--- config.mk ---
export PLATFORM = sky130hd
export DESIGN_NAME = mii_rx_framer_flat
export DESIGN_NICKNAME = d
export VERILOG_FILES = /design/src/rtl/mii_rx_framer_pkg.sv /design/src/rtl/mii_rx_framer_if.sv /design/src/rtl/mii_rx_framer_crc32.sv /design/src/rtl/mii_rx_framer.sv /design/src/flat_wrapper.sv
export SDC_FILE = /design/constraint.sdc
export NUM_CORES = 1
export LEC_CHECK = 0
export ABC_AREA = 1
export BUFFER_PORTS_ARGS = -buffer_cell sky130_fd_sc_hd__buf_2
export CELL_PAD_IN_SITES_DETAIL_PLACEMENT = 0
export CELL_PAD_IN_SITES_GLOBAL_PLACEMENT = 1
export CORE_ASPECT_RATIO = 2
export CORE_UTILIZATION = 42
export DETAILED_ROUTE_END_ITERATION = 8
export PLACE_DENSITY = 0.82
export SETUP_SLACK_MARGIN = 0.15
export SLEW_MARGIN = 20
export SYNTH_ARGS = -nofsm -noshare
export SYNTH_HDL_FRONTEND = slang
export SYNTH_SLANG_ARGS = --single-unit
--- constraint.sdc ---
create_clock -name eth_rxclk -period 2.64 [get_ports eth_rxclk]
set_input_delay 0.132 -clock eth_rxclk [delete_from_list [all_inputs] [get_ports eth_rxclk]]
set_output_delay 0.132 -clock eth_rxclk [all_outputs]
set_load 0.01 [all_outputs]
--- src/rtl/mii_rx_framer_pkg.sv ---
// rtl/mii_rx_framer_pkg.sv - shared types, constants and CRC helpers for the MII receive framer
//
// Contents: framer state encoding, preamble/SFD nibbles, CRC32 residue and
// polynomial, default frame length limits, byte-wise reflected CRC32 update
// and a 32-bit bit-reverse helper.
package mii_rx_framer_pkg;

    typedef enum logic [2:0] {
        IDLE,
        PREAMBLE,
        DATA,
        FLUSH,
        DISCARD
    } state_t;

    localparam logic [3:0]  PREAMBLE_NIBBLE = 4'h5;
    localparam logic [3:0]  SFD_NIBBLE      = 4'hD;

    // Residue of a good frame (data + FCS) with init 0xFFFFFFFF and no final
    // XOR, expressed MSB-first; the shift register itself runs reflected.
    localparam logic [31:0] CRC32_RESIDUE   = 32'hC704DD7B;
    localparam logic [31:0] CRC32_POLY_REFL = 32'hEDB88320;

    localparam int MIN_LEN_DEFAULT = 64;
    localparam int MAX_LEN_DEFAULT = 1518;

    // One byte through the reflected (LSB-first) CRC32 register.
    function automatic logic [31:0] crc32_byte(input logic [31:0] crc, input logic [7:0] data);
        logic [31:0] c;
        c = crc ^ {24'h000000, data};
        for (int i = 0; i < 8; i++) begin
            c = c[0] ? ((c >> 1) ^ CRC32_POLY_REFL) : (c >> 1);
        end
        return c;
    endfunction

    function automatic logic [31:0] bitrev32(input logic [31:0] v);
        logic [31:0] r;
        for (int i = 0; i < 32; i++) begin
            r[i] = v[31-i];
        end
        return r;
    endfunction

endpackage

--- src/rtl/mii_rx_framer_if.sv ---
// rtl/mii_rx_framer_if.sv - byte write port between the framer and the downstream FIFO
//
// Signals: rx_data (byte), rx_sop/rx_eop/rx_err (frame flags), rx_wren (write
// strobe qualifying data and flags), rx_full (FIFO cannot accept a byte).
// master = framer side, slave = FIFO side.
interface mii_rx_framer_if;
    logic [7:0] rx_data;
    logic       rx_sop;
    logic       rx_eop;
    logic       rx_err;
    logic       rx_wren;
    logic       rx_full;

    modport master (
        output rx_data, rx_sop, rx_eop, rx_err, rx_wren,
        input  rx_full
    );

    modport slave (
        input  rx_data, rx_sop, rx_eop, rx_err, rx_wren,
        output rx_full
    );
endinterface

--- src/rtl/mii_rx_framer_crc32.sv ---
// rtl/mii_rx_framer_crc32.sv - byte-wide reflected CRC32 accumulator
//
// Ports: clk, rst (sync active-high), init (load 0xFFFFFFFF), en (absorb data),
// data[7:0], crc_nxt[31:0] (register value after this cycle's update, reflected).
module mii_rx_framer_crc32
    import mii_rx_framer_pkg::*;
(
    input  logic        clk,
    input  logic        rst,
    input  logic        init,
    input  logic        en,
    input  logic [7:0]  data,
    output logic [31:0] crc_nxt
);

    logic [31:0] crc_q;
    logic [31:0] crc_d;

    always_comb begin
        crc_d = crc_q;
        if (init) begin
            crc_d = 32'hFFFFFFFF;
        end else if (en) begin
            crc_d = crc32_byte(crc_q, data);
        end
    end

    always_ff @(posedge clk) begin
        if (rst) begin
            crc_q <= 32'h00000000;
        end else begin
            crc_q <= crc_d;
        end
    end

    assign crc_nxt = crc_d;

endmodule

--- src/rtl/mii_rx_framer.sv ---
// rtl/mii_rx_framer.sv - MII nibble receiver: frame delineation, byte assembly, CRC/length checks
//
// Ports: eth_rxclk, rst (sync active-high), eth_rxdv, eth_rxer, eth_rxd[3:0],
// wr (mii_rx_framer_if.master byte write port), frames_ok[15:0], frames_bad[15:0].
// Parameters: MIN_LEN, MAX_LEN (frame bytes including FCS).
// Build option: MII_RX_STRIP_FCS_EN drops the 4 FCS bytes from the written stream.
module mii_rx_framer
    import mii_rx_framer_pkg::*;
#(
    parameter int MIN_LEN = MIN_LEN_DEFAULT,
    parameter int MAX_LEN = MAX_LEN_DEFAULT
) (
    input  logic                   eth_rxclk,
    input  logic                   rst,
    input  logic                   eth_rxdv,
    input  logic                   eth_rxer,
    input  logic [3:0]             eth_rxd,
    mii_rx_framer_if.master        wr,
    output logic [15:0]            frames_ok,
    output logic [15:0]            frames_bad
);

    // Bytes held back before a byte may be written. With no stripping one
    // byte is pending so the last byte can carry eop; stripping holds four
    // more so the FCS never reaches the write port.
`ifdef MII_RX_STRIP_FCS_EN
    localparam int DLY = 4;
`else
    localparam int DLY = 0;
`endif

    state_t             state_q, state_d;
    logic               ph_q, ph_d;
    logic [3:0]         lo_q, lo_d;
    logic [7:0]         nb_q, nb_d;
    logic               nb_vld_q, nb_vld_d;
    logic [DLY:0][7:0]  pipe_q, pipe_d;
    logic [10:0]        cnt_q, cnt_d;
    logic               rxer_q, rxer_d;
    logic               ovf_q, ovf_d;
    logic               wrote_q, wrote_d;
    logic [7:0]         data_q, data_d;
    logic               sop_q, sop_d;
    logic               eop_q, eop_d;
    logic               err_q, err_d;
    logic               wren_q, wren_d;
    logic [15:0]        ok_q, ok_d;
    logic [15:0]        bad_q, bad_d;

    logic               crc_init;
    logic [31:0]        crc_nxt;
    logic [7:0]         byte_now;
    int                 cnt_i;
    int                 pend_idx;
    logic               pend_ok;
    logic               frame_err;

    // The CRC sees each byte one cycle after it completes; at the rxdv fall
    // crc_nxt already includes that final byte.
    mii_rx_framer_crc32 u_crc (
        .clk     (eth_rxclk),
        .rst     (rst),
        .init    (crc_init),
        .en      (nb_vld_q),
        .data    (nb_q),
        .crc_nxt (crc_nxt)
    );

    always_comb begin
        state_d  = state_q;
        ph_d     = ph_q;
        lo_d     = lo_q;
        nb_d     = nb_q;
        nb_vld_d = 1'b0;
        pipe_d   = pipe_q;
        cnt_d    = cnt_q;
        rxer_d   = rxer_q;
        ovf_d    = ovf_q;
        wrote_d  = wrote_q;
        data_d   = 8'h00;
        sop_d    = 1'b0;
        eop_d    = 1'b0;
        err_d    = 1'b0;
        wren_d   = 1'b0;
        ok_d     = ok_q;
        bad_d    = bad_q;
        crc_init = 1'b0;

        byte_now = {eth_rxd, lo_q};
        cnt_i    = int'(cnt_q);
        // 1-based index of the byte sitting at the end of the delay line.
        pend_idx = cnt_i - DLY;
        pend_ok  = (pend_idx >= 1) && (pend_idx <= MAX_LEN) && !ovf_q;
        frame_err = rxer_q || (bitrev32(crc_nxt) != CRC32_RESIDUE) ||
                    (cnt_i < MIN_LEN) || (cnt_i > MAX_LEN) || ph_q || ovf_q;

        case (state_q)
            IDLE: begin
                if (eth_rxdv) begin
                    state_d = (eth_rxd == PREAMBLE_NIBBLE) ? PREAMBLE : DISCARD;
                end
            end

            PREAMBLE: begin
                if (eth_rxdv && eth_rxd == PREAMBLE_NIBBLE) begin
                    state_d = PREAMBLE;
                end else if (eth_rxdv && eth_rxd == SFD_NIBBLE) begin
                    state_d  = DATA;
                    ph_d     = 1'b0;
                    cnt_d    = 11'd0;
                    crc_init = 1'b1;
                    rxer_d   = 1'b0;
                    ovf_d    = 1'b0;
                    wrote_d  = 1'b0;
                end else begin
                    state_d = DISCARD;
                end
            end

            DATA: begin
                if (!eth_rxdv) begin
                    state_d = FLUSH;
                    if (cnt_q != 11'd0) begin
                        wren_d = 1'b1;
                        eop_d  = 1'b1;
                        sop_d  = !wrote_q;
                        err_d  = frame_err;
                        if (pend_ok) begin
                            data_d = pipe_q[DLY];
                        end else begin
                            // Nothing legitimate left to deliver: terminate
                            // the frame with an empty errored eop.
                            data_d = 8'h00;
                            err_d  = 1'b1;
                        end
                        if (err_d) begin
                            if (bad_q != 16'hFFFF) bad_d = bad_q + 16'd1;
                        end else begin
                            if (ok_q != 16'hFFFF) ok_d = ok_q + 16'd1;
                        end
                    end
                end else begin
                    if (eth_rxer) rxer_d = 1'b1;
                    if (!ph_q) begin
                        lo_d = eth_rxd;
                        ph_d = 1'b1;
                    end else begin
                        ph_d     = 1'b0;
                        nb_d     = byte_now;
                        nb_vld_d = 1'b1;
                        if (cnt_q != 11'h7FF) cnt_d = cnt_q + 11'd1;
                        if (pend_ok) begin
                            if (wr.rx_full) begin
                                ovf_d = 1'b1;
                            end else begin
                                wren_d  = 1'b1;
                                data_d  = pipe_q[DLY];
                                sop_d   = !wrote_q;
                                wrote_d = 1'b1;
                            end
                        end
                        for (int k = DLY; k > 0; k--) begin
                            pipe_d[k] = pipe_q[k-1];
                        end
                        pipe_d[0] = byte_now;
                    end
                end
            end

            FLUSH: begin
                state_d = IDLE;
            end

            DISCARD: begin
                if (!eth_rxdv) state_d = IDLE;
            end

            default: begin
                state_d = IDLE;
            end
        endcase
    end

    always_ff @(posedge eth_rxclk) begin
        if (rst) begin
            state_q  <= IDLE;
            ph_q     <= 1'b0;
            lo_q     <= 4'h0;
            nb_q     <= 8'h00;
            nb_vld_q <= 1'b0;
            pipe_q   <= '0;
            cnt_q    <= 11'd0;
            rxer_q   <= 1'b0;
            ovf_q    <= 1'b0;
            wrote_q  <= 1'b0;
            data_q   <= 8'h00;
            sop_q    <= 1'b0;
            eop_q    <= 1'b0;
            err_q    <= 1'b0;
            wren_q   <= 1'b0;
            ok_q     <= 16'h0000;
            bad_q    <= 16'h0000;
        end else begin
            state_q  <= state_d;
            ph_q     <= ph_d;
            lo_q     <= lo_d;
            nb_q     <= nb_d;
            nb_vld_q <= nb_vld_d;
            pipe_q   <= pipe_d;
            cnt_q    <= cnt_d;
            rxer_q   <= rxer_d;
            ovf_q    <= ovf_d;
            wrote_q  <= wrote_d;
            data_q   <= data_d;
            sop_q    <= sop_d;
            eop_q    <= eop_d;
            err_q    <= err_d;
            wren_q   <= wren_d;
            ok_q     <= ok_d;
            bad_q    <= bad_d;
        end
    end

    assign wr.rx_data  = data_q;
    assign wr.rx_sop   = sop_q;
    assign wr.rx_eop   = eop_q;
    assign wr.rx_err   = err_q;
    assign wr.rx_wren  = wren_q;
    assign frames_ok   = ok_q;
    assign frames_bad  = bad_q;

endmodule

--- src/flat_wrapper.sv ---
// flat-port wrapper written by rule: the top's interface ports become plain ports
module mii_rx_framer_flat import mii_rx_framer_pkg::*;
#(
    parameter int MIN_LEN = MIN_LEN_DEFAULT,
    parameter int MAX_LEN = MAX_LEN_DEFAULT
)
  (eth_rxclk, rst, eth_rxdv, eth_rxer, eth_rxd, frames_ok, frames_bad, wr_rx_data, wr_rx_sop, wr_rx_eop, wr_rx_err, wr_rx_wren, wr_rx_full);
  mii_rx_framer_if wr_i ();
  input  logic eth_rxclk;
  input  logic rst;
  input  logic eth_rxdv;
  input  logic eth_rxer;
  input  logic [3:0] eth_rxd;
  output logic [15:0] frames_ok;
  output logic [15:0] frames_bad;
  output wire logic [$bits(wr_i.rx_data)-1:0] wr_rx_data;
  output wire logic [$bits(wr_i.rx_sop)-1:0] wr_rx_sop;
  output wire logic [$bits(wr_i.rx_eop)-1:0] wr_rx_eop;
  output wire logic [$bits(wr_i.rx_err)-1:0] wr_rx_err;
  output wire logic [$bits(wr_i.rx_wren)-1:0] wr_rx_wren;
  input wire logic [$bits(wr_i.rx_full)-1:0] wr_rx_full;
  assign wr_rx_data = wr_i.rx_data;
  assign wr_rx_sop = wr_i.rx_sop;
  assign wr_rx_eop = wr_i.rx_eop;
  assign wr_rx_err = wr_i.rx_err;
  assign wr_rx_wren = wr_i.rx_wren;
  assign wr_i.rx_full = wr_rx_full;
  mii_rx_framer #(.MIN_LEN(MIN_LEN), .MAX_LEN(MAX_LEN)) u_core (.eth_rxclk(eth_rxclk), .rst(rst), .eth_rxdv(eth_rxdv), .eth_rxer(eth_rxer), .eth_rxd(eth_rxd), .wr(wr_i), .frames_ok(frames_ok), .frames_bad(frames_bad));
endmodule
== Word level (Yosys, flattened, before mapping) ==
Index checks and enable logic that the tools add are counted.

* Bits in registers: 107
* Input port bits: 9
* Output and inout bits: 44
* Logic and storage cells: 152

* Add/subtract/negate cells: 3
* Order comparisons: 4
* Eq/ne operators: 21
* Multiplexer cells: 65
* Bitwise logic cells: 14
* Reductions and logical operators: 28

{| class="wikitable"
|+ Operators with widths
! cell !! number
|-
| 2-to-1 mux 32 bit || 10
|-
| inverter 13 -> 14 bit || 8
|-
| 2-to-1 mux 11 bit || 5
|-
| 2-to-1 mux 8 bit || 6
|-
| adder 16 x 1 -> 16 bit, second input constant || 2
|-
| 2-to-1 mux 1 bit || 32
|-
| inequality test 16 bit, second input constant || 2
|-
| inequality test 32 bit, second input constant || 1
|-
| bitwise XOR 32 x 8 -> 32 bit || 1
|-
| one-hot mux 11 bit (2 select lines) || 1
|-
| 2-to-1 mux 3 bit || 6
|-
| inequality test 2 bit, second input constant || 8
|-
| AND reduction 5 bit || 3
|-
| AND reduction 7 bit || 2
|-
| one-hot mux 3 bit (4 select lines) || 1
|-
| adder 11 x 1 -> 11 bit, second input constant || 1
|-
| greater-or-equal comparator 11 x 1 -> 1 bit, second input constant || 1
|-
| greater-than comparator 11 bit, second input constant || 1
|-
| <= comparator 11 bit, second input constant || 1
|-
| < comparator 11 x 7 -> 1 bit, second input constant || 1
|-
| inequality test 11 bit, second input constant || 1
|-
| nonzero test 11 bit || 1
|-
| AND reduction 3 bit || 3
|-
| inequality test 2 x 1 -> 1 bit, second input constant || 4
|-
| other kinds (17) || 33
|}

== Logic depth before layout (Yosys ltp) ==
Gate-level depths: netlist of the first run.

* Word-level depth: 31
* Depth in mapped cells: 23
* Mapped depth without buffers: 23

== Cells and area by module ==
A second synthesis of the first run with hierarchy kept.

* Cell total of the unflattened synthesis: 1053
* Area, all modules: 6653.9 um^2

{| class="wikitable"
|+ By module, submodules not included
! module !! instances !! cells each !! area an instance (um^2)
|-
| mii_rx_framer || 1 || 627 || 4121.5
|-
| mii_rx_framer_crc32 || 1 || 426 || 2532.4
|}

== Worst setup path before layout of the first run ==
OpenSTA, ideal clock, no wires.

* Path type: flip-flop to flip-flop
* From: register u_core.cnt_q[0]
* To: register u_core.bad_q[9] (netlist: u_core.frames_bad[9])
* Library setup time: 0.132 ns
* Data arrival time: 2.123 ns
* Required time: 2.508 ns
* Slack: 0.384 ns
* Stages on the path, launching flop included: 21
* Clock period less this slack: 2.256 ns
* Cell sequence: dfxtp_1 -> inv_1 -> ha_1 -> inv_1 -> nand4_1 -> nand2_1 -> nand3_1 -> nand2_1 -> nor2_2 -> clkinv_1 -> nor2_1 -> nand3_1 -> nor2_1 -> nand2_1 -> nor2_4 -> nand2_2 -> nand3_4 -> inv_2 -> buf_6 -> nand2_1 -> a21oi_1

* Longest elaborated chain between the ends: 10

{| class="wikitable"
|+ RTL lines
! element !! line !! source
|-
| start, declared || mii_rx_framer.sv:38 || <nowiki>logic [10:0] cnt_q, cnt_d;</nowiki>
|-
| start signal, assigned || mii_rx_framer.sv:210 || <nowiki>cnt_q <= cnt_d;</nowiki>
|-
| < comparator 11 x 7 -> 1 bit || mii_rx_framer.sv:95 || <nowiki>(cnt_i < MIN_LEN) || (cnt_i > MAX_LEN) || ph_q || ovf_q;</nowiki>
|-
| logical OR 1 bit || mii_rx_framer.sv:94 || <nowiki>frame_err = rxer_q || (bitrev32(crc_nxt) != CRC32_RESIDUE) ||</nowiki>
|-
| logical OR 1 bit (3 in series) || mii_rx_framer.sv:95 ||
|-
| 2-to-1 mux 1 bit || mii_rx_framer.sv:128 || <nowiki>if (pend_ok) begin</nowiki>
|-
| 2-to-1 mux 1 bit || mii_rx_framer.sv:123 || <nowiki>if (cnt_q != 11'd0) begin</nowiki>
|-
| 2-to-1 mux 1 bit || mii_rx_framer.sv:121 || <nowiki>if (!eth_rxdv) begin</nowiki>
|-
| 2-to-1 mux 1 bit || mii_rx_framer.sv:97 || <nowiki>case (state_q)</nowiki>
|-
| AND reduction 5 bit (no source line) * || - ||
|-
| end signal, assigned || mii_rx_framer.sv:202 || <nowiki>bad_q <= 16'h0000;</nowiki>
|-
| end signal, assigned || mii_rx_framer.sv:220 || <nowiki>bad_q <= bad_d;</nowiki>
|-
| end, declared || mii_rx_framer.sv:48 || <nowiki>logic [15:0] bad_q, bad_d;</nowiki>
|}

Mark *: on every way between the ends. The rest lies on a longest branch, timed or not. The select of a mux whose other input is x is not followed.
A chain may end at the register's enable or synchronous reset.

== Final worst setup path of the first run ==
* From: register u_core.u_crc.crc_q[1]
* To: register u_core.bad_q[3] (netlist: u_core.frames_bad[3])

* Longest elaborated chain between the ends: 26

{| class="wikitable"
|+ RTL lines
! element !! line !! source
|-
| start, declared || mii_rx_framer_crc32.sv:16 || <nowiki>logic [31:0] crc_q;</nowiki>
|-
| start signal, assigned || mii_rx_framer_crc32.sv:32 || <nowiki>crc_q <= crc_d;</nowiki>
|-
| bitwise XOR 32 x 8 -> 32 bit || mii_rx_framer_pkg.sv:30 || <nowiki>c = crc ^ {24'h000000, data};</nowiki>
|-
| 2-to-1 mux 32 bit (2 in series) || mii_rx_framer_pkg.sv:32 || <nowiki>c = c[0] ? ((c >> 1) ^ CRC32_POLY_REFL) : (c >> 1);</nowiki>
|-
| inverter 13 -> 14 bit (no source line) or 2-to-1 mux 32 bit (tied branches) || - ||
|-
| 2-to-1 mux 32 bit or inverter 13 -> 14 bit (tied branches) || - ||
|-
| inverter 13 -> 14 bit (no source line) or 2-to-1 mux 32 bit (tied branches) || - ||
|-
| 2-to-1 mux 32 bit or inverter 13 -> 14 bit (tied branches) || - ||
|-
| 2-to-1 mux 32 bit || mii_rx_framer_pkg.sv:32 ||
|-
| inverter 13 -> 14 bit (no source line) or 2-to-1 mux 32 bit (tied branches) || - ||
|-
| [... 6 more ...] || - ||
|-
| inequality test 32 bit * || mii_rx_framer.sv:94 ||
|-
| logical OR 1 bit * (2 in series) || mii_rx_framer.sv:94 ||
|-
| logical OR 1 bit * (3 in series) || mii_rx_framer.sv:95 ||
|-
| 2-to-1 mux 1 bit * || mii_rx_framer.sv:128 ||
|-
| 2-to-1 mux 1 bit * || mii_rx_framer.sv:123 ||
|-
| 2-to-1 mux 1 bit * || mii_rx_framer.sv:121 ||
|-
| 2-to-1 mux 1 bit * || mii_rx_framer.sv:97 ||
|-
| AND reduction 5 bit (no source line) * || - ||
|}

Marks and branches as above.

==> qor.yml, run 1 <==
status:
  status: "finished, final reports clean"
clock_tree:
  clock_latency_ps: 360
  path_clk_slew_ps: 70
  clock_sinks: 107
  cts_made_buffers: 9
  cts_tree: "built"
  htreeDepth: 3
  ctsLongestPathBuffers: 2
  root_buffer: "clkbuf_16"
min_path:
  hold_end: "u_core.pipe_q[4]$_SDFFE_PP0P_"
  hp-class: "in -> reg"
  worstHoldStart: "eth_rxd[0]"
  hold_depth: 3
global_routing:
  gr-total-overflow: 0
  grt.total_usage: 0.292
  grt_pass1_wl_mm: 35.7
  grt_pass1_vias: 7021
  grt_max_degree: 42
  antenna_found_initial: 0
power:
  p_sw_frac: 0.216
  combPwrFrac: 0.029
  p_leak_nw: 4.27
  power_density_nw_per_um2: 356
  p_clk_frac: 0.485
  seqPwrFrac: 0.486
  intPower_mw: 2.59
  p_switching_mw: 0.716
  irDropWorstVdd_v: 0.000582
setup_path:
  reg2reg_depth: 19
  worst-setup-path-type: "reg -> reg"
  r2r_slack_ps: 170
  regToRegEndpoint: "u_core.frames_bad[3]$_SDFFE_PP0P_"
  rr_startpoint: "u_core.u_crc.crc_q[1]$_SDFF_PP0_"
  start_kind: "register"
  end_kind: "register"
  cp.required_ps: 2920
  arrival_ps: 2750
  critPathMaxFanout: 8
sta:
  setup_viol: 0
  relSlewSlack: 0.568
  hold_viol: 0
  finalCritPeriodShare: 0.935
  rsz0062_at_grt: "yes"
  worst_pin_slew_ps: 646
  maxSlewViolCount: 0
  tns_ps: 0
  clock_skew_ps: 10.3
  min_period_ps: 2470
  fmaxAchievable_ghz: 0.405
detailed_routing:
  routed_via_density: 5.23
  postRouteAntennaNets: 0
  routed_wl_mm: 24.0
  post_drt_wl_per_cell_um: 17.0
  drc_errors: 0
  dr.pass1.iters: 4
  drt_iter0_markers: 318
  route.vias.total: 7415
yosys:
  ys_seq_area_frac: 0.329
  muxShareOfSynthArea: 0
  synth_top_family_by_area: "simple AND/OR/NAND/NOR gates"
  synth.net_count: 1065
  synth_seq_cells: 107
  syn_area_um2: 6510
  synth_top_cell_by_area: "dfxtp_1"
  synth-adder-area-share: 0.0115
  synth-main-ff-cell: "dfxtp_1"
  synth_async_sr_flop_share: 0
  yosys-top-cells-area: "dfxtp_1 33%, nand2_1 19%, inv_1 7.5%"
  ys.warnings.count: 0
  synth_top_area_frac: 0.329
  synth.avg_cell_area_um2: 6.20
  synth-xor-area-share: 0.0215
  synthSimpleGateAreaFrac: 0.425
  synth-edff-count: 0
  synthCells: 1050
  synth-compound-area-share: 0.112
  synth_cell_type_count: 42
die:
  die_h_um: 178
  fp.coreArea_um2: 15200
  die_area_um2: 16000
  ios: 53
  die_x_um: 90.1
  initial_core_util: 0.428
  row_count: 64
finish:
  final_cell_mix: "215 x nand2_1, 112 x inv_1, 102 x buf_4"
  final_util: 0.611
  final_nets: 1229
  fin_cells: 1417
  area_growth_pct: 42.6
  diodes: 0
  drive_above_1_share: 0.386
  layout_commonest_cell: "nand2_1"
flow_run:
  drv_cap: 0
placed_design:
  place_hpwl_mm: 18.0
  io_buffers: 52
  gp_congestion: 0.938
  placed_cells: 1349
[cell type report]
type | count | area [um^2]
Clock buffer | 10 | 239
Clock inverter | 6 | 111
Fill cell | 1494 | 5930
Inverter | 145 | 589
Multi-Input combinational cell | 777 | 4620
Sequential cell | 107 | 2200
Tap cell | 198 | 248
Timing Repair Buffer | 174 | 1280
[through the flow]
stage                     total power, mW  hold slack (ps)  setup WS (ps)  cell area (um^2)
final                                3.31             35.2            172              9290
after global placement               1.75              394           -111              7470
after floorplan                      1.71              275            384              6510
after detailed placement             1.75              408           -141              7470
after global routing                 3.39             52.0           13.2              9290
after CTS                            3.33             30.0            147              8360
[repair_timing]
item | in CTS | in global routing
endpoints found under the setup margin | 32 | 36
gates resized for setup | 117 | 214
hold buffers | 0 | 0
pin swaps | 37 | 118
buffers inserted | 23 | 30
gates cloned | 0 | 0
[routing by layer]
| metal | share of wire | global-route usage |
|---|---|---|
| met2 | 0.57 | 0.587 |
| met3 | 0.023 | 0.0277 |
| met1 | 0.34 | 0.259 |
| met4 | 0.068 | 0.228 |
| met5 | 0 | 0 |
[sequential cells by signal (all words and copies together), names as in the netlist, 3 cells and up]
signal,flops
u_core.cnt_q,11
u_core.frames_ok,16
u_core.lo_q,4
u_core.wr.rx_data,8
u_core.u_crc.crc_q,32
u_core.frames_bad,16
u_core.state_q,3
u_core.pipe_q,8
[worst max-delay path, stage by stage, from the launching register on]
cell     delay (ps)
dfxtp_4         390
inv_4            50
nand2_4          90
nand2_8          70
nand2_2         110
nand2_8         100
inv_6           110
nand2_2          90
nand2_2         100
nand2_2          70
nand3_4         100
nand2_4          70
nor2_4          120
nand3_2         100
nor2_4          220
nand2_2         120
nand3_4         130
buf_6           140
nand2_1          60
a21oi_2         140
[logic make-up after synthesis]
group / Yosys count
buf+inv: 166
xor+xnor: 16
flops: 107
compound gates: 134
fa+ha+maj: 6
simple gates: 621
[synthesized netlist by cell type (5+ instances only)]
master	number
nand2_1	330
nor4_1	6
nand3_1	94
nor2_1	95
nor3_1	33
dfxtp_1	107
inv_1	131
xnor2_1	5
nand3_2	5
o21ai_0	27
ha_1	6
inv_2	10
nand2_2	24
clkbuf_1	10
a21oi_1	87
nor2_2	8
buf_2	5
nand4_1	11
xor2_1	11
[how the worst max path moves through the flow]
stage | cells after the start | from | slack, ps | end
after floorplan | 20 | u_core.cnt_q[0]$_SDFFE_PP0P_ | 380 | u_core.frames_bad[9]$_SDFFE_PP0P_
after global placement | 20 | u_core.u_crc.crc_q[4]$_SDFF_PP0_ | -110 | u_core.frames_ok[8]$_SDFFE_PP0P_
after detailed placement | 20 | u_core.u_crc.crc_q[4]$_SDFF_PP0_ | -140 | u_core.frames_ok[8]$_SDFFE_PP0P_
after CTS | 20 | u_core.u_crc.crc_q[4]$_SDFF_PP0_ | 150 | u_core.frames_ok[8]$_SDFFE_PP0P_
after global routing | 19 | u_core.u_crc.crc_q[1]$_SDFF_PP0_ | 10 | u_core.frames_ok[8]$_SDFFE_PP0P_
final | 19 | u_core.u_crc.crc_q[1]$_SDFF_PP0_ | 170 | u_core.frames_bad[3]$_SDFFE_PP0P_
[power by group through the flow]
| stage | clock (mW) | combinational [mW] | sequential (mW) |
|---|---|---|---|
| 3_5_place_dp | 0 | 0.0921 | 1.66 |
| 6_report | 1.60 | 0.0967 | 1.61 |
| 2_1_floorplan | 0 | 0.0507 | 1.66 |
| 4_1_cts | 1.63 | 0.0941 | 1.61 |
| 3_3_place_gp | 0 | 0.0921 | 1.66 |
| 5_1_grt | 1.68 | 0.103 | 1.61 |
Power figures use the tool's default switching activity.
==> run 2: changes to the inputs <==
--- a/config.mk
+++ b/config.mk
@@ -10,6 +10,7 @@
 export CELL_PAD_IN_SITES_DETAIL_PLACEMENT = 0
 export CELL_PAD_IN_SITES_GLOBAL_PLACEMENT = 1
 export CORE_ASPECT_RATIO = 2
+export CORE_MARGIN = 2
 export CORE_UTILIZATION = 42
 export DETAILED_ROUTE_END_ITERATION = 8
 export PLACE_DENSITY = 0.82
==> constraint.sdc (replaced) <==
create_clock -name eth_rxclk -period 2.75 [get_ports eth_rxclk]
set_input_delay 0.1375 -clock eth_rxclk [delete_from_list [all_inputs] [get_ports eth_rxclk]]
set_output_delay 0.1375 -clock eth_rxclk [all_outputs]
set_load 0.01 [all_outputs]
==> qor.yml, run 2 (synthesis results as in run 1) <==
status:
  status: "finished, final reports clean"
setup_path:
  critPathMaxFanout: 8
  regToRegEndpoint: "u_core.frames_ok[8]$_SDFFE_PP0P_"
  end_kind: "register"
  arrival_ps: 2730
  reg2reg_depth: 19
  rr_startpoint: "u_core.u_crc.crc_q[2]$_SDFF_PP0_"
  start_kind: "register"
  cp.required_ps: 3000
  worst-setup-path-type: "reg -> reg"
  r2r_slack_ps: 270
placed_design:
  gp_congestion: 0.982
  placed_cells: 1309
  place_hpwl_mm: 17.6
  io_buffers: 52
  dpl-instance-area_um2: 7130
  dp_slack_ps: -31.7
min_path:
  hp-class: "in -> reg"
  worstHoldStart: "eth_rxer"
  hold_end: "u_core.rxer_q$_SDFFE_PP0P_"
  hold_depth: 3
detailed_routing:
  drt_iter0_markers: 292
  postRouteAntennaNets: 0
  routed_wl_mm: 22.6
  dr.pass1.iters: 5
  routed_via_density: 5.20
  drc_errors: 0
  post_drt_wl_per_cell_um: 16.6
  route.vias.total: 7078
die:
  die_area_um2: 16600
  die_h_um: 180
  fp.coreArea_um2: 15200
  initial_core_util: 0.428
  ios: 53
  die_x_um: 92.1
  row_count: 64
sta:
  min_period_ps: 2480
  finalCritPeriodShare: 0.901
  fin_hold_ws_ps: 41.2
  maxSlewViolCount: 0
  setup_viol: 0
  fmaxAchievable_ghz: 0.404
  relSlewSlack: 0.492
  rsz0062_at_grt: "yes"
  clock_skew_ps: 12.4
  worst_pin_slew_ps: 760
  hold_viol: 0
  worst_slack_ps: 272
power:
  irDropWorstVdd_v: 0.000348
  power_density_nw_per_um2: 358
  p_leak_nw: 3.89
finish:
  area_growth_pct: 27.4
  largest_reg_flops: 32
  diodes: 0
  top_register: "u_core.u_crc.crc_q"
  layout_commonest_cell: "nand2_1"
  final_cell_mix: "269 x nand2_1, 120 x inv_1, 89 x dfxtp_1"
  drive_above_1_share: 0.266
  final_area_um2: 8300
  final_nets: 1173
  fin_cells: 1361
global_routing:
  gr-total-overflow: 0
  grt_pass1_wl_mm: 34.4
  grt_pass1_vias: 6846
  grt_max_degree: 38
  grt.total_usage: 0.270
  antenna_found_initial: 0
clock_tree:
  path_clk_slew_ps: 80
  cts_made_buffers: 9
  htreeDepth: 3
  clock_sinks: 107
  clock_latency_ps: 360
  cts_tree: "built"
  root_buffer: "clkbuf_16"
  ctsLongestPathBuffers: 2
flow_run:
  drv_cap: 0
run 2: critical path, stage by stage (launching register included):
cell,delay (ps)
dfxtp_4,370
inv_2,70
nand2_2,70
nand2_4,130
buf_6,130
nand2_2,50
nand3_2,70
nand3_2,80
nor2_2,120
inv_1,50
nor2_1,130
nand3_1,150
nor2_2,140
nand2_2,80
nor2_4,160
nand3_4,180
nor2_4,200
nand3_2,80
nand2_1,60
nor2_1,30
run 2: how the worst max path moves through the flow:
stage                                           from                                 to  slack, ps  cells past startpoint
floorplan               u_core.cnt_q[0]$_SDFFE_PP0P_  u_core.frames_bad[9]$_SDFFE_PP0P_        490                     20
global placement    u_core.u_crc.crc_q[2]$_SDFF_PP0_   u_core.frames_ok[8]$_SDFFE_PP0P_        -60                     19
detailed placement  u_core.u_crc.crc_q[4]$_SDFF_PP0_   u_core.frames_ok[8]$_SDFFE_PP0P_        -30                     18
CTS                    u_core.pipe_q[2]$_SDFFE_PP0P_   u_core.frames_ok[8]$_SDFFE_PP0P_        150                     19
global route        u_core.u_crc.crc_q[2]$_SDFF_PP0_   u_core.frames_ok[8]$_SDFFE_PP0P_        100                     19
finish              u_core.u_crc.crc_q[2]$_SDFF_PP0_   u_core.frames_ok[8]$_SDFFE_PP0P_        270                     19
run 2: area by class of cell:
cell class / instances / area, um^2
inverter: 145 / 576
clock inverter: 6 / 63.8
timing repair buffer: 118 / 777
multi-input combinational: 777 / 4210
tap: 198 / 248
clock buffer: 10 / 239
sequential: 107 / 2190
fill: 1577 / 6910
run 2: what timing repair did:
item / 4_1_cts / 5_1_grt
buffers inserted: 14 / 22
endpoints found under the setup margin: 32 / 33
hold buffers: 0 / 0
gates resized for setup: 36 / 152
pin swaps: 11 / 57
gates cloned: 0 / 0
run 2: per-layer routing:
layer | vias up | track usage | part of all wire
met5 | - | 0 | 0
met2 | 185 | 0.522 | 0.56
li1 | 3588 | - | -
met1 | 3223 | 0.244 | 0.33
met4 | 0 | 0.210 | 0.077
met3 | 82 | 0.0289 | 0.033
run 2: power by group:
group          switching, mW  internal, mW  leakage, nW
logic                 0.0558        0.0220         2.87
registers            0.00501          1.54        0.874
clock network          0.614         0.732        0.145
run 2: per-stage QoR:
step | utilization | setup TNS [ps] | power (mW)
global route | 0.546 | 0 | 3.05
CTS | 0.502 | 0 | 2.99
floorplan | - | 0 | 1.64
finish | 0.546 | 0 | 2.97
global placement | 0.469 | -408 | 1.67
detailed placement | 0.469 | -110 | 1.67
==> run 3: changes to the inputs <==
--- a/config.mk
+++ b/config.mk
@@ -5,15 +5,14 @@
 export SDC_FILE = /design/constraint.sdc
 export NUM_CORES = 1
 export LEC_CHECK = 0
-export ABC_AREA = 1
 export BUFFER_PORTS_ARGS = -buffer_cell sky130_fd_sc_hd__buf_2
 export CELL_PAD_IN_SITES_DETAIL_PLACEMENT = 0
 export CELL_PAD_IN_SITES_GLOBAL_PLACEMENT = 1
 export CORE_ASPECT_RATIO = 2
 export CORE_MARGIN = 2
-export CORE_UTILIZATION = 42
+export CORE_UTILIZATION = 47
 export DETAILED_ROUTE_END_ITERATION = 8
-export PLACE_DENSITY = 0.82
+export PLACE_DENSITY = 0.83
 export SETUP_SLACK_MARGIN = 0.15
 export SLEW_MARGIN = 20
 export SYNTH_ARGS = -nofsm -noshare
==> qor.yml, run 3 <==
finish:
  final_cell_mix: "137 x buf_4, 96 x dfxtp_1, 65 x nor2_1"
  final-seq-area_um2: 2170
  final_nets: 854
  multi_input_area_um2: 4160
  final_util: 0.678
  fill_cells: 1023
  fin_cells: 994
  top_register: "u_core.u_crc.crc_q"
  diodes: 0
  layout_commonest_cell: "buf_4"
  largest_reg_flops: 32
  drive_above_1_share: 0.373
  area_growth_pct: 40.2
setup_path:
  cp.required_ps: 3030
  critPathTopFamily: "simple AND/OR/NAND/NOR gates"
  worst_path_most_repeated_cell: "xnor2_1"
  arrival_ps: 3540
  start_kind: "register"
  path_buf_inv: 3
  worst-setup-path-type: "reg -> reg"
  cp_slowest_cell: "or4_4"
  path_cells: "xor2_4 -> xnor2_1 -> buf_4 -> buf_6 -> xnor2_1 -> a21o_1 -> or4_4 -> nor4_4 -> nand4_4 -> buf_12 -> or4_1 -> a21oi_1"
  critPathMaxFanout: 10
  cpPeakStageDelay_ps: 520
  end_kind: "register"
yosys:
  synth.net_count: 664
  synth_common_cells: "107 x dfxtp_1, 66 x nor2_1, 54 x a21oi_1"
  synth_cell_type_count: 69
  synth_top_area_frac: 0.351
  synth_seq_cells: 107
  yosys-top-cells-area: "dfxtp_1 35%, xnor3_1 8.1%, a21oi_1 4.4%"
  synth.avg_cell_area_um2: 9.41
  syn_area_um2: 6100
  yosys.cell_count.top_type: "dfxtp_1"
  ys_seq_area_frac: 0.351
  ys.warnings.count: 0
  synth_top_cell_by_area: "dfxtp_1"
  synthCells: 649
  synth-main-ff-cell: "dfxtp_1"
  synth_async_sr_flop_share: 0
  synth-edff-count: 0
sta:
  rsz0062_at_grt: "yes"
  maxSlewViolCount: 0
  finalCritPeriodShare: 1.18
  hold_viol: 0
  worst_slack_ps: -504
  worst_pin_slew_ps: 709
  clock_skew_ps: 13.0
  setup_viol: 33
  relSlewSlack: 0.526
  fmaxAchievable_ghz: 0.307
  min_period_ps: 3250
power:
  irDropWorstVdd_v: 0.000306
  power_density_nw_per_um2: 349
  p_leak_nw: 3.70
  p_total_mw: 2.99
clock_tree:
  cts_made_buffers: 9
  root_buffer: "clkbuf_16"
  htreeDepth: 3
  clock_latency_ps: 350
  cts_tree: "built"
  clock_sinks: 107
  path_clk_slew_ps: 80
  ctsLongestPathBuffers: 2
global_routing:
  grt_pass1_wl_mm: 29.8
  antenna_found_initial: 0
  grt_pass1_vias: 5799
  grt_max_degree: 69
  gr-total-overflow: 0
  grt.total_usage: 0.277
placed_design:
  gp_congestion: 0.994
  io_buffers: 52
  placed_cells: 958
  place_hpwl_mm: 15.0
  dp_slack_ps: -698
die:
  fp.coreArea_um2: 12600
  row_count: 58
  ios: 53
  die_h_um: 165
  die_area_um2: 14000
  initial_core_util: 0.483
  die_x_um: 84.6
detailed_routing:
  route.vias.total: 5782
  dr.pass1.iters: 4
  routed_wl_mm: 20.0
  post_drt_wl_per_cell_um: 20.1
  routed_via_density: 5.82
  drc_errors: 0
  drt_iter0_markers: 360
  postRouteAntennaNets: 0
status:
  violations: "setup timing"
  status: "finished with violations"
flow_run:
  drv_cap: 0
min_path:
  hp-class: "in -> reg"
run 3: cell types whose count changed after synthesis, moves of 14 or more:
cell	delta
nand2_1	-294
inv_1	-117
nand3_1	-64
a21oi_1	-33
nor2_1	-29
nand2_2	-24
mux2i_1	+23
nor3_1	-23
xnor3_1	+22
xnor2_1	+20
and3_1	+15
clkbuf_1	+15
or4_1	+14
run 3: worst paths after layout:
| kind | end | startpoint | cells after the start | slack, ps |
|---|---|---|---|---|
| worst min register to register | u_core.wr.rx_sop$_SDFF_PP0_ | u_core.wrote_q$_SDFFE_PP0P_ | 1 | 420 |
| worst min-delay path | u_core.rxer_q$_SDFFE_PP0P_ | eth_rxer | 3 | 60 |
| worst max register to register | u_core.frames_ok[9]$_SDFFE_PP0P_ | u_core.u_crc.crc_q[0]$_SDFF_PP0_ | 12 | -500 |
| worst max-delay path | u_core.frames_ok[9]$_SDFFE_PP0P_ | u_core.u_crc.crc_q[0]$_SDFF_PP0_ | 12 | -500 |
run 3: metal layers:
metal | GRT usage | wire length [um] | vias up
met1 | 0.251 | 6490 | 2816
met3 | 0.0278 | 518 | 79
li1 | - | - | 2717
met4 | 0.171 | 1450 | 0
met2 | 0.564 | 11500 | 170
met5 | 0 | 0 | -
run 3: kinds of logic after synthesis:
| logic type | count (synthesis) | synth area share |
|---|---|---|
| AOI/OAI and AO/OA | 130 | 0.131 |
| buffers and inverters | 49 | 0.0344 |
| DFF | 107 | 0.351 |
| and+or+nand+nor | 246 | 0.217 |
| muxes | 32 | 0.0580 |
| adders and majority gates | 6 | 0.0123 |
| xor gates and xnor gates | 79 | 0.196 |
run 3: worst min-delay path, cell delays in order:
cell and delay (ps):
buf_2 100, a21oi_1 60, nor2_1 80
run 3: power breakdown:
part / leakage [nW] / internal [mW] / switching, mW
Sequential: 0.869 / 1.54 / 0.000818
Clock: 0.153 / 0.765 / 0.615
Combinational: 2.68 / 0.0214 / 0.0459
Total: 3.70 / 2.33 / 0.661
run 3: area by class of cell:
cell class / instances / share of cell area
multi-input cells: 493 / 0.486
clock inverters: 4 / 0.00658
repair buffers: 213 / 0.195
flip-flops and latches: 107 / 0.254
inverters: 15 / 0.00658
well taps: 150 / 0.0219
clock buffers: 12 / 0.0300
run 3: what timing repair did:
item,4_1_cts,5_1_grt
hold buffers,0,0
gates resized for setup,32,52
setup buffers,5,11
hold endpoints to repair,0,0
pin swaps,9,36
setup endpoints to repair,34,33
cloned,0,4
run 3: through the flow:
step / hold WS (ps) / TNS, ps / instance area, um^2
after floorplan: 275 / -7570 / 6260
after global placement: 406 / -14380 / 7650
after detailed placement: 414 / -16800 / 7650
after CTS: 66.3 / -11000 / 8160
after global routing: 71.2 / -15850 / 8560
final: 61.6 / -13010 / 8560
